**config.mk**
```make
export PLATFORM = sky130hd
export DESIGN_NAME = apb_rr_master_arbiter
export DESIGN_NICKNAME = d
export VERILOG_FILES = /design/src/rtl/apb_pkg.sv /design/src/rtl/rr_arbiter.sv /design/src/rtl/apb_rr_master_arbiter.sv
export SDC_FILE = /design/constraint.sdc
export NUM_CORES = 1
export LEC_CHECK = 0
export ABC_CLOCK_PERIOD_IN_PS = 5500
export CAP_MARGIN = 20
export CORE_AREA = 2 2 159 161
export DETAILED_ROUTE_END_ITERATION = 10
export DIE_AREA = 0 0 161 163
export HOLD_SLACK_MARGIN = 0.05
export PLACE_DENSITY = 0.6
export SKIP_LAST_GASP = 1
export SYNTH_ARGS = -nofsm -noshare
export SYNTH_HDL_FRONTEND = slang
export SYNTH_SLANG_ARGS = --single-unit
```
**constraint.sdc**
```tcl
create_clock -name PCLK -period 5.5 [get_ports PCLK]
set_input_delay 1.65 -clock PCLK [delete_from_list [all_inputs] [get_ports PCLK]]
set_output_delay 1.65 -clock PCLK [all_outputs]
set_load 0.05 [all_outputs]
```
**src/rtl/apb_pkg.sv**
```systemverilog
// Shared state encoding and default widths for the APB round-robin master.
package apb_pkg;

    localparam int unsigned APB_AW = 32;
    localparam int unsigned APB_DW = 32;

    typedef enum logic [1:0] {
        IDLE,
        SETUP,
        ACCESS,
        RESP
    } apb_state_e;

endpackage

```
**src/rtl/rr_arbiter.sv**
```systemverilog
// Combinational round-robin picker: first set request after last_grant, with wrap-around.
module rr_arbiter #(
    parameter int unsigned NREQ = 4,
    localparam int unsigned IW = (NREQ > 1) ? $clog2(NREQ) : 1
) (
    input  logic [NREQ-1:0] req,
    input  logic            en,
    input  logic [IW-1:0]   last_grant,
    output logic [NREQ-1:0] grant,
    output logic [IW-1:0]   idx
);

    int unsigned j;
    logic        found;

    always_comb begin
        grant = '0;
        idx   = '0;
        found = 1'b0;
        j     = 0;
        if (en) begin
            // Scan starts one past the previous winner so it gets lowest priority next time.
            for (int unsigned k = 1; k <= NREQ; k++) begin
                j = (int'(last_grant) + k) % NREQ;
                if (req[j] && !found) begin
                    found = 1'b1;
                    idx   = IW'(j);
                end
            end
            if (found) begin
                grant[idx] = 1'b1;
            end
        end
    end

endmodule

```
**src/rtl/apb_rr_master_arbiter.sv**
```systemverilog
// Shares a single APB master port among NREQ requesters with round-robin arbitration
// and an optional wait-state timeout.
module apb_rr_master_arbiter
    import apb_pkg::*;
#(
    parameter int unsigned NREQ    = 4,
    parameter int unsigned AW      = APB_AW,
    parameter int unsigned DW      = APB_DW,
    parameter int unsigned TIMEOUT = 16
) (
    input  logic              PCLK,
    input  logic              PRESET,
    input  logic [NREQ-1:0]   req_valid,
    input  logic [NREQ-1:0]   req_write,
    input  logic [NREQ*AW-1:0] req_addr,
    input  logic [NREQ*DW-1:0] req_wdata,
    output logic [NREQ-1:0]   req_ready,
    output logic [NREQ-1:0]   rsp_valid,
    output logic [DW-1:0]     rsp_rdata,
    output logic              rsp_err,
    output logic              PSEL,
    output logic              PENABLE,
    output logic [AW-1:0]     PADDR,
    output logic              PWRITE,
    output logic [DW-1:0]     PWDATA,
    input  logic [DW-1:0]     PRDATA,
    input  logic              PREADY,
    input  logic              PSLVERR
);

    localparam int unsigned IW = (NREQ > 1) ? $clog2(NREQ) : 1;
    localparam int unsigned CW = (TIMEOUT > 1) ? $clog2(TIMEOUT) : 1;
    localparam logic [CW-1:0] CNT_LAST = (TIMEOUT > 0) ? CW'(TIMEOUT - 1) : '0;

    apb_state_e      state_q, state_d;
    logic [IW-1:0]   last_grant_q, last_grant_d;
    logic [AW-1:0]   paddr_q, paddr_d;
    logic            pwrite_q, pwrite_d;
    logic [DW-1:0]   pwdata_q, pwdata_d;
    logic [CW-1:0]   cnt_q, cnt_d;
    logic [DW-1:0]   rdata_q, rdata_d;
    logic            err_q, err_d;

    logic [NREQ-1:0] arb_grant;
    logic [IW-1:0]   arb_idx;

    rr_arbiter #(
        .NREQ (NREQ)
    ) u_arb (
        .req        (req_valid),
        .en         (state_q == IDLE),
        .last_grant (last_grant_q),
        .grant      (arb_grant),
        .idx        (arb_idx)
    );

    always_comb begin
        state_d      = state_q;
        last_grant_d = last_grant_q;
        paddr_d      = paddr_q;
        pwrite_d     = pwrite_q;
        pwdata_d     = pwdata_q;
        cnt_d        = cnt_q;
        rdata_d      = rdata_q;
        err_d        = err_q;
        case (state_q)
            IDLE: begin
                if (|arb_grant) begin
                    paddr_d      = req_addr[arb_idx*AW +: AW];
                    pwdata_d     = req_wdata[arb_idx*DW +: DW];
                    pwrite_d     = req_write[arb_idx];
                    last_grant_d = arb_idx;
                    state_d      = SETUP;
                end
            end
            SETUP: begin
                state_d = ACCESS;
            end
            ACCESS: begin
                cnt_d = cnt_q + CW'(1);
                // A ready slave always beats a coincident timeout.
                if (PREADY) begin
                    rdata_d = pwrite_q ? '0 : PRDATA;
                    err_d   = PSLVERR;
                    state_d = RESP;
                end else if ((TIMEOUT != 0) && (cnt_q == CNT_LAST)) begin
                    rdata_d = '0;
                    err_d   = 1'b1;
                    state_d = RESP;
                end
            end
            RESP: begin
                cnt_d   = '0;
                state_d = IDLE;
            end
            default: begin
                state_d = IDLE;
            end
        endcase
    end

    always_ff @(posedge PCLK or posedge PRESET) begin
        if (PRESET) begin
            state_q      <= IDLE;
            last_grant_q <= IW'(NREQ - 1);
            paddr_q      <= '0;
            pwrite_q     <= 1'b0;
            pwdata_q     <= '0;
            cnt_q        <= '0;
            rdata_q      <= '0;
            err_q        <= 1'b0;
        end else begin
            state_q      <= state_d;
            last_grant_q <= last_grant_d;
            paddr_q      <= paddr_d;
            pwrite_q     <= pwrite_d;
            pwdata_q     <= pwdata_d;
            cnt_q        <= cnt_d;
            rdata_q      <= rdata_d;
            err_q        <= err_d;
        end
    end

    always_comb begin
        PSEL      = (state_q == SETUP) || (state_q == ACCESS);
        PENABLE   = (state_q == ACCESS);
        PADDR     = paddr_q;
        PWRITE    = pwrite_q;
        PWDATA    = pwdata_q;
        req_ready = arb_grant;
        rsp_valid = (state_q == RESP) ? (NREQ'(1) << last_grant_q) : '0;
        rsp_rdata = rdata_q;
        rsp_err   = err_q;
    end

endmodule

```
==> impl_metrics.yaml, run 1 <==
worst_setup_path:
  critPathKind: "in -> out"
  critPathTopFamily: "compound AO/OA/AOI/OAI gates"
  r2r_setup_slack_ns: 2.13
  worstPathRequired_ns: 3.85
  crit-reg2reg-launch: "last_grant_q[0]"
  critPathBufInv: 2
  end_kind: "output pin"
  worst-r2r-cell-count: 9
  crit_chain: "clkdlybuf4s50_1 -> mux2i_1 -> a211o_1 -> a221o_2 -> a211oi_1 -> buf_12"
  cpMaxStageDelayCell: "clkdlybuf4s50_1"
  crit_arrival_ns: 3.67
  critical-path-max-stage-delay_ns: 0.62
  crit_path_max_fanout: 9
  rr_endpoint: "PWDATA[23]"
  start_kind: "input pin"
floorplanning:
  start_util: 0.2606
  ios: 408
  die_area_um2: 26240
  die_h_um: 163
  num_rows: 58
  dieWidth_um: 161
  core_area_um2: 24670
power:
  leakage_uw: 0.004463
  finalPower_uw: 6828
  ir_drop_v: 0.0003594
  powerDensity_nw_per_um2: 614.3
sta:
  tns_ns: 0
  slew_viol_final: 0
  worst_slack_ns: 0.1778
  finalHoldViolCount: 0
  worstMarginPinSlew_ns: 0.9238
  slew_headroom: 0.3842
  period_needed_ns: 5.322
  grt_setup_unrepaired: "no"
  fin_crit_sh: 0.9677
  max_freq_mhz: 187.9
  skew_ns: 0.01022
  setup_violations: 0
place:
  detailedPlace.worstSlack_ns: 0.1860
  port_buffers: 407
  dp_hpwl_um: 20600
  gp_congestion: 0.8372
global_route:
  track_usage: 0.2141
  overflow: 0
  grt_pass1_vias: 7135
  grt_pass1_wl_um: 43040
  grt_max_degree: 68
  antenna_found_initial: 2
logic_synthesis:
  synth_edf_count: 0
  synthXorXnorAreaFrac: 0.004086
  syn-instance-count: 669
  avgSynthCellArea_um2: 9.613
  synth-compound-area-share: 0.3506
  synth.area.mux_share: 0.009533
  synth_fp_nets: 977
  synth_seq_area_share: 0.4128
  syn_area_um2: 6431
  synthFlopType: "dfrtp_1"
  synth_simple_gate_area_frac: 0.1553
  synth_adder_area_share: 0.01556
  synth_top_family_by_area: "compound AO/OA/AOI/OAI gates"
  ys_seq_elements: 106
  yosysWarnings: 0
  synthDistinctLibCells: 43
  ys_async_sr_fraction: 1.000
drt:
  wire_per_inst_um: 21.39
  num_vias: 7169
  drt_iter0_drc: 369
  drt_pre_antenna_iters: 5
  viasPerCell: 5.221
  wirelength_um: 29370
  ant_nets: 0
  route.detailed.drc: 0
cts:
  clkSlewWorstSetupHoldPaths_ns: 0.07
  cts.path.max_buffers: 2
  root_buffer: "clkbuf_16"
  cts_resized: 0
  cts_buffers: 9
  insertion_delay_ns: 0.35
  postCtsSetupBuffers: 0
  cts_hold_buffers: 0
  htree_levels: 3
  cts_tree: "yes"
  cts_num_sinks: 106
final_layout:
  drive_gt1_frac: 0.04611
  multiInputGateArea_um2: 3483
  nets: 1344
  fillCellCount: 2431
  syn2layout_area_growth_pct: 72.84
  ff_latch_area_um2: 2655
flow_run:
  cap_violations: 0
status:
  outcome: "finished, final reports clean"
min_path:
  hp-class: "reg -> reg"
  hold_depth: 2
  worstHoldEndpoint: "rsp_rdata[10]"
  hold_start: "rsp_rdata[10]"
-- state kept, by name (all words and copies together), names as in the netlist --
name / count
PADDR: 32
PWDATA: 32
rsp_rdata: 32
cnt_q: 4
last_grant_q: 2
state_q: 2
PWRITE: 1
rsp_err: 1
-- cell usage in the layout (no fill, tap or decap), types with 2 or more instances in the layout --
master	instances
clkdlybuf4s50_1	403
a221o_1	130
dfrtp_1	104
and2_1	70
nand2_1	69
o21ai_0	67
o21bai_1	65
nand3_1	32
buf_4	12
nor2_1	10
clkbuf_16	9
ha_1	8
buf_12	6
mux2i_1	5
inv_1	5
o22a_1	3
nand2b_1	3
diode_2	2
nor2b_2	2
xor2_1	2
a211oi_1	2
inv_6	2
dfstp_2	2
-- area by class of cell --
class,instances,share of cell area
Sequential cell,106,0.2389
Tap cell,330,0.03715
Clock buffer,10,0.02060
Timing Repair Buffer,421,0.3818
Inverter,6,0.002251
Antenna cell,2,0.0004502
Clock inverter,6,0.005516
Multi-Input combinational cell,492,0.3134
-- how the worst max path moves through the flow --
stage               slack [ns]          from  cells after the start            to
CTS                       0.19  req_valid[0]                      6  req_ready[1]
global route              0.11  req_valid[0]                      6  req_ready[1]
floorplan                 0.07  req_valid[3]                      8  req_ready[3]
detailed placement        0.19  req_valid[0]                      6  req_ready[1]
global placement          0.19  req_valid[0]                      6  req_ready[1]
finish                    0.18  req_valid[0]                      6  req_ready[1]
-- through the flow --
stage               hold WS, ns  cells  area (µm²)  utilization
floorplan                0.4890    669        6431            -
global placement         0.4478   1355       10820       0.4385
detailed placement       0.4546   1355       10820       0.4385
CTS                      0.4716   1371       11110       0.4503
global route             0.4927   1373       11120       0.4505
finish                   0.4659   1373       11120       0.4505
-- layer usage --
metal / share of wire / wire length, µm / global-route usage / up-vias
li1: - / - / - / 3306
met3: 0.083 / 2446 / 0.06035 / 40
met2: 0.49 / 14300 / 0.3670 / 357
met1: 0.40 / 11870 / 0.2567 / 3466
met5: 0 / 0 / 0 / -
met4: 0.026 / 756 / 0.07792 / 0
-- power by group --
part | internal, µW | switching, µW | total [µW]
clock | 320 | 337 | 657
sequential | 1160 | 219 | 1380
combinational | 1910 | 2880 | 4800
total | 3390 | 3440 | 6830
-- worst min-delay path, stage by stage, from the launching register on --
cell and delay [ns]:
dfrtp_1 0.34, nand2_1 0.05, nand2_1 0.04
-- cell families after synthesis --
| logic type | after synthesis |
|---|---|
| adder cells (fa/ha/maj) | 8 |
| XOR/XNOR | 3 |
| AND/OR/NAND/NOR | 197 |
| flip-flops | 106 |
| AO/OA/AOI/OAI | 278 |
| buffers and inverters | 71 |
| multiplexers | 6 |
-- cells in the mapped netlist, types with 2 or more instances --
cell type	n	share of area
nand2_1	70	0.041
dfrtp_1	104	0.40
inv_1	6	0.0035
buf_2	12	0.0093
a211oi_1	2	0.0023
clkbuf_1	41	0.024
buf_4	2	0.0023
buf_6	6	0.011
xor2_1	2	0.0027
nand2b_1	3	0.0029
dfstp_2	2	0.0082
and2_1	71	0.069
nand3_1	32	0.025
a221o_1	130	0.20
a21o_1	2	0.0023
nor2_1	11	0.0064
o21ai_0	67	0.052
ha_1	8	0.016
o22a_1	3	0.0041
nor2b_1	2	0.0019
o21bai_1	65	0.076
mux2i_1	5	0.0078
buf_1	3	0.0018
(Power assumes the default switching activity.)
==> run 2, diff against run 1 <==
- ABC_CLOCK_PERIOD_IN_PS: 5500 -> 5100
- clock period: 5.5 -> 5.1 ns (I/O delays scaled with it)
==> impl_metrics.yaml, run 2 (same netlist as run 1, synthesis figures left out) <==
power:
  switching_share: 0.4991
  ir_drop_v: 0.0003942
  switchingPower_uw: 3703
  power_frac_comb: 0.702
  powerDensity_nw_per_um2: 665.5
  intPower_uw: 3717
  clockPowerShare: 0.098
  leakage_uw: 0.004486
  seqPwrFrac: 0.200
place:
  port_buffers: 407
  gp_congestion: 0.8085
  placed_area_um2: 10860
  dp_hpwl_um: 20940
min_path:
  hold_start: "rsp_rdata[21]"
  hp-class: "reg -> reg"
  worstHoldEndpoint: "rsp_rdata[21]"
  hold_depth: 2
sta:
  max_freq_mhz: 199.4
  worstMarginPinSlew_ns: 0.9197
  tns_ns: 0
  fin_crit_sh: 0.9834
  hold-worst-slack_ns: 0.4692
  finalHoldViolCount: 0
  period_needed_ns: 5.015
  skew_ns: 0.008811
  setup_violations: 0
  slew_viol_final: 0
  slew_headroom: 0.3841
  grt_setup_unrepaired: "no"
global_route:
  grt_pass1_vias: 7123
  grt_pass1_wl_um: 43520
  track_usage: 0.2153
  antenna_found_initial: 0
  overflow: 0
  grt_max_degree: 68
cts:
  cts.path.max_buffers: 2
  postCtsSetupBuffers: 0
  cts_buffers: 9
  root_buffer: "clkbuf_16"
  cts_resized: 0
  htree_levels: 3
  cts_tree: "yes"
  clkSlewWorstSetupHoldPaths_ns: 0.08
  cts_hold_buffers: 0
  insertion_delay_ns: 0.35
  cts_num_sinks: 106
floorplanning:
  dieWidth_um: 161
  num_rows: 58
  die_h_um: 163
  ios: 408
  core_area_um2: 24670
  die_area_um2: 26240
  start_util: 0.2606
worst_setup_path:
  critPathKind: "in -> out"
  worstPathRequired_ns: 3.57
  critPathBufInv: 3
  crit-reg2reg-launch: "last_grant_q[0]"
  worst-r2r-cell-count: 8
  end_kind: "output pin"
  rr_endpoint: "PWDATA[20]"
  critical-path-max-stage-delay_ns: 0.63
  r2r_setup_slack_ns: 1.80
  critPathTopFamily: "compound AO/OA/AOI/OAI gates"
  cpMaxStageDelayCell: "clkdlybuf4s50_1"
  start_kind: "input pin"
  crit_path_max_fanout: 9
  crit_chain: "clkdlybuf4s50_1 -> mux2i_1 -> a211o_1 -> a221o_2 -> a211oi_1 -> buf_4 -> buf_12"
  crit_arrival_ns: 3.49
status:
  outcome: "finished, final reports clean"
drt:
  wirelength_um: 29530
  ant_nets: 0
  viasPerCell: 5.242
  drt_pre_antenna_iters: 7
  wire_per_inst_um: 21.49
  drt_iter0_drc: 417
  route.detailed.drc: 0
  num_vias: 7203
final_layout:
  nets: 1347
  final_cell_mix: "clkdlybuf4s50_1, a221o_1, dfrtp_1"
  fillCellCount: 2402
  insertedDiodeCount: 0
  syn2layout_area_growth_pct: 73.37
  drive_gt1_frac: 0.04885
  final_common_cell: "clkdlybuf4s50_1"
  final_area_um2: 11150
flow_run:
  cap_violations: 0
run 2: changes by cell type in the layout (fill, tap and decap cells not counted), sizes merged:
cell | previous run | this run
bufinv | 0 | 1
diode | 2 | 0
buf | 18 | 21
inv | 9 | 8
run 2: power by group through the flow:
| stage | combinational [µW] | clock (µW) | sequential [µW] |
|---|---|---|---|
| 2_1_floorplan | 2300 | 0 | 2670 |
| 3_3_place_gp | 5200 | 0 | 1490 |
| 3_5_place_dp | 5250 | 0 | 1480 |
| 4_1_cts | 5250 | 763 | 1480 |
| 5_1_grt | 5520 | 794 | 1540 |
| 6_report | 5210 | 730 | 1480 |
run 2: how the worst max path moves through the flow:
stage               cells after the start  slack (ns)    startpoint           end
floorplan                               8       -0.09  req_valid[3]  req_ready[3]
global placement                        7        0.08  req_valid[0]  req_ready[1]
detailed placement                      7         0.1  req_valid[0]  req_ready[1]
CTS                                     7         0.1  req_valid[0]  req_ready[1]
global route                            7       0.003  req_valid[0]  req_ready[1]
finish                                  7        0.08  req_valid[0]  req_ready[1]
run 2: cell type report:
cell class / instances / area, µm² / share of cell area
multi-input cells: 492 / 3483 / 0.3124
repair buffers: 424 / 4279 / 0.3838
clock inverters: 6 / 65.06 / 0.005836
inverters: 6 / 25.02 / 0.002244
well taps: 330 / 412.9 / 0.03703
clock buffers: 10 / 229.0 / 0.02054
flip-flops and latches: 106 / 2655 / 0.2381
run 2: tightest hold or removal path: cells and delay by family (launching register included):
kind | cells | cell delay (ns)
AND/OR/NAND/NOR | 2 | 0.10
flip-flops | 1 | 0.34
run 2: metal layers:
| layer | share of wire | up-vias | global-route usage | wire length (µm) |
|---|---|---|---|---|
| met1 | 0.42 | 3499 | 0.2721 | 12450 |
| met3 | 0.078 | 36 | 0.05246 | 2315 |
| met5 | 0 | - | 0 | 0 |
| met4 | 0.021 | 0 | 0.06250 | 607 |
| li1 | - | 3314 | - | - |
| met2 | 0.48 | 354 | 0.3658 | 14160 |
run 2: metrics by stage:
step,total power [µW],cells,setup WS [ns],util
after floorplan,4966,669,-0.08988,-
after global placement,6691,1358,0.08464,0.4400
after detailed placement,6735,1358,0.09774,0.4400
after CTS,7498,1374,0.09572,0.4519
after global routing,7852,1374,0.003458,0.4519
final,7420,1374,0.08479,0.4519
==> run 3, diff against run 2 <==
- ABC_CLOCK_PERIOD_IN_PS: 5100 -> not set
- SLEW_MARGIN: not set -> 20
==> results of run 3 <==
The final DEF is identical to that of run 2; final timing and power are the same.
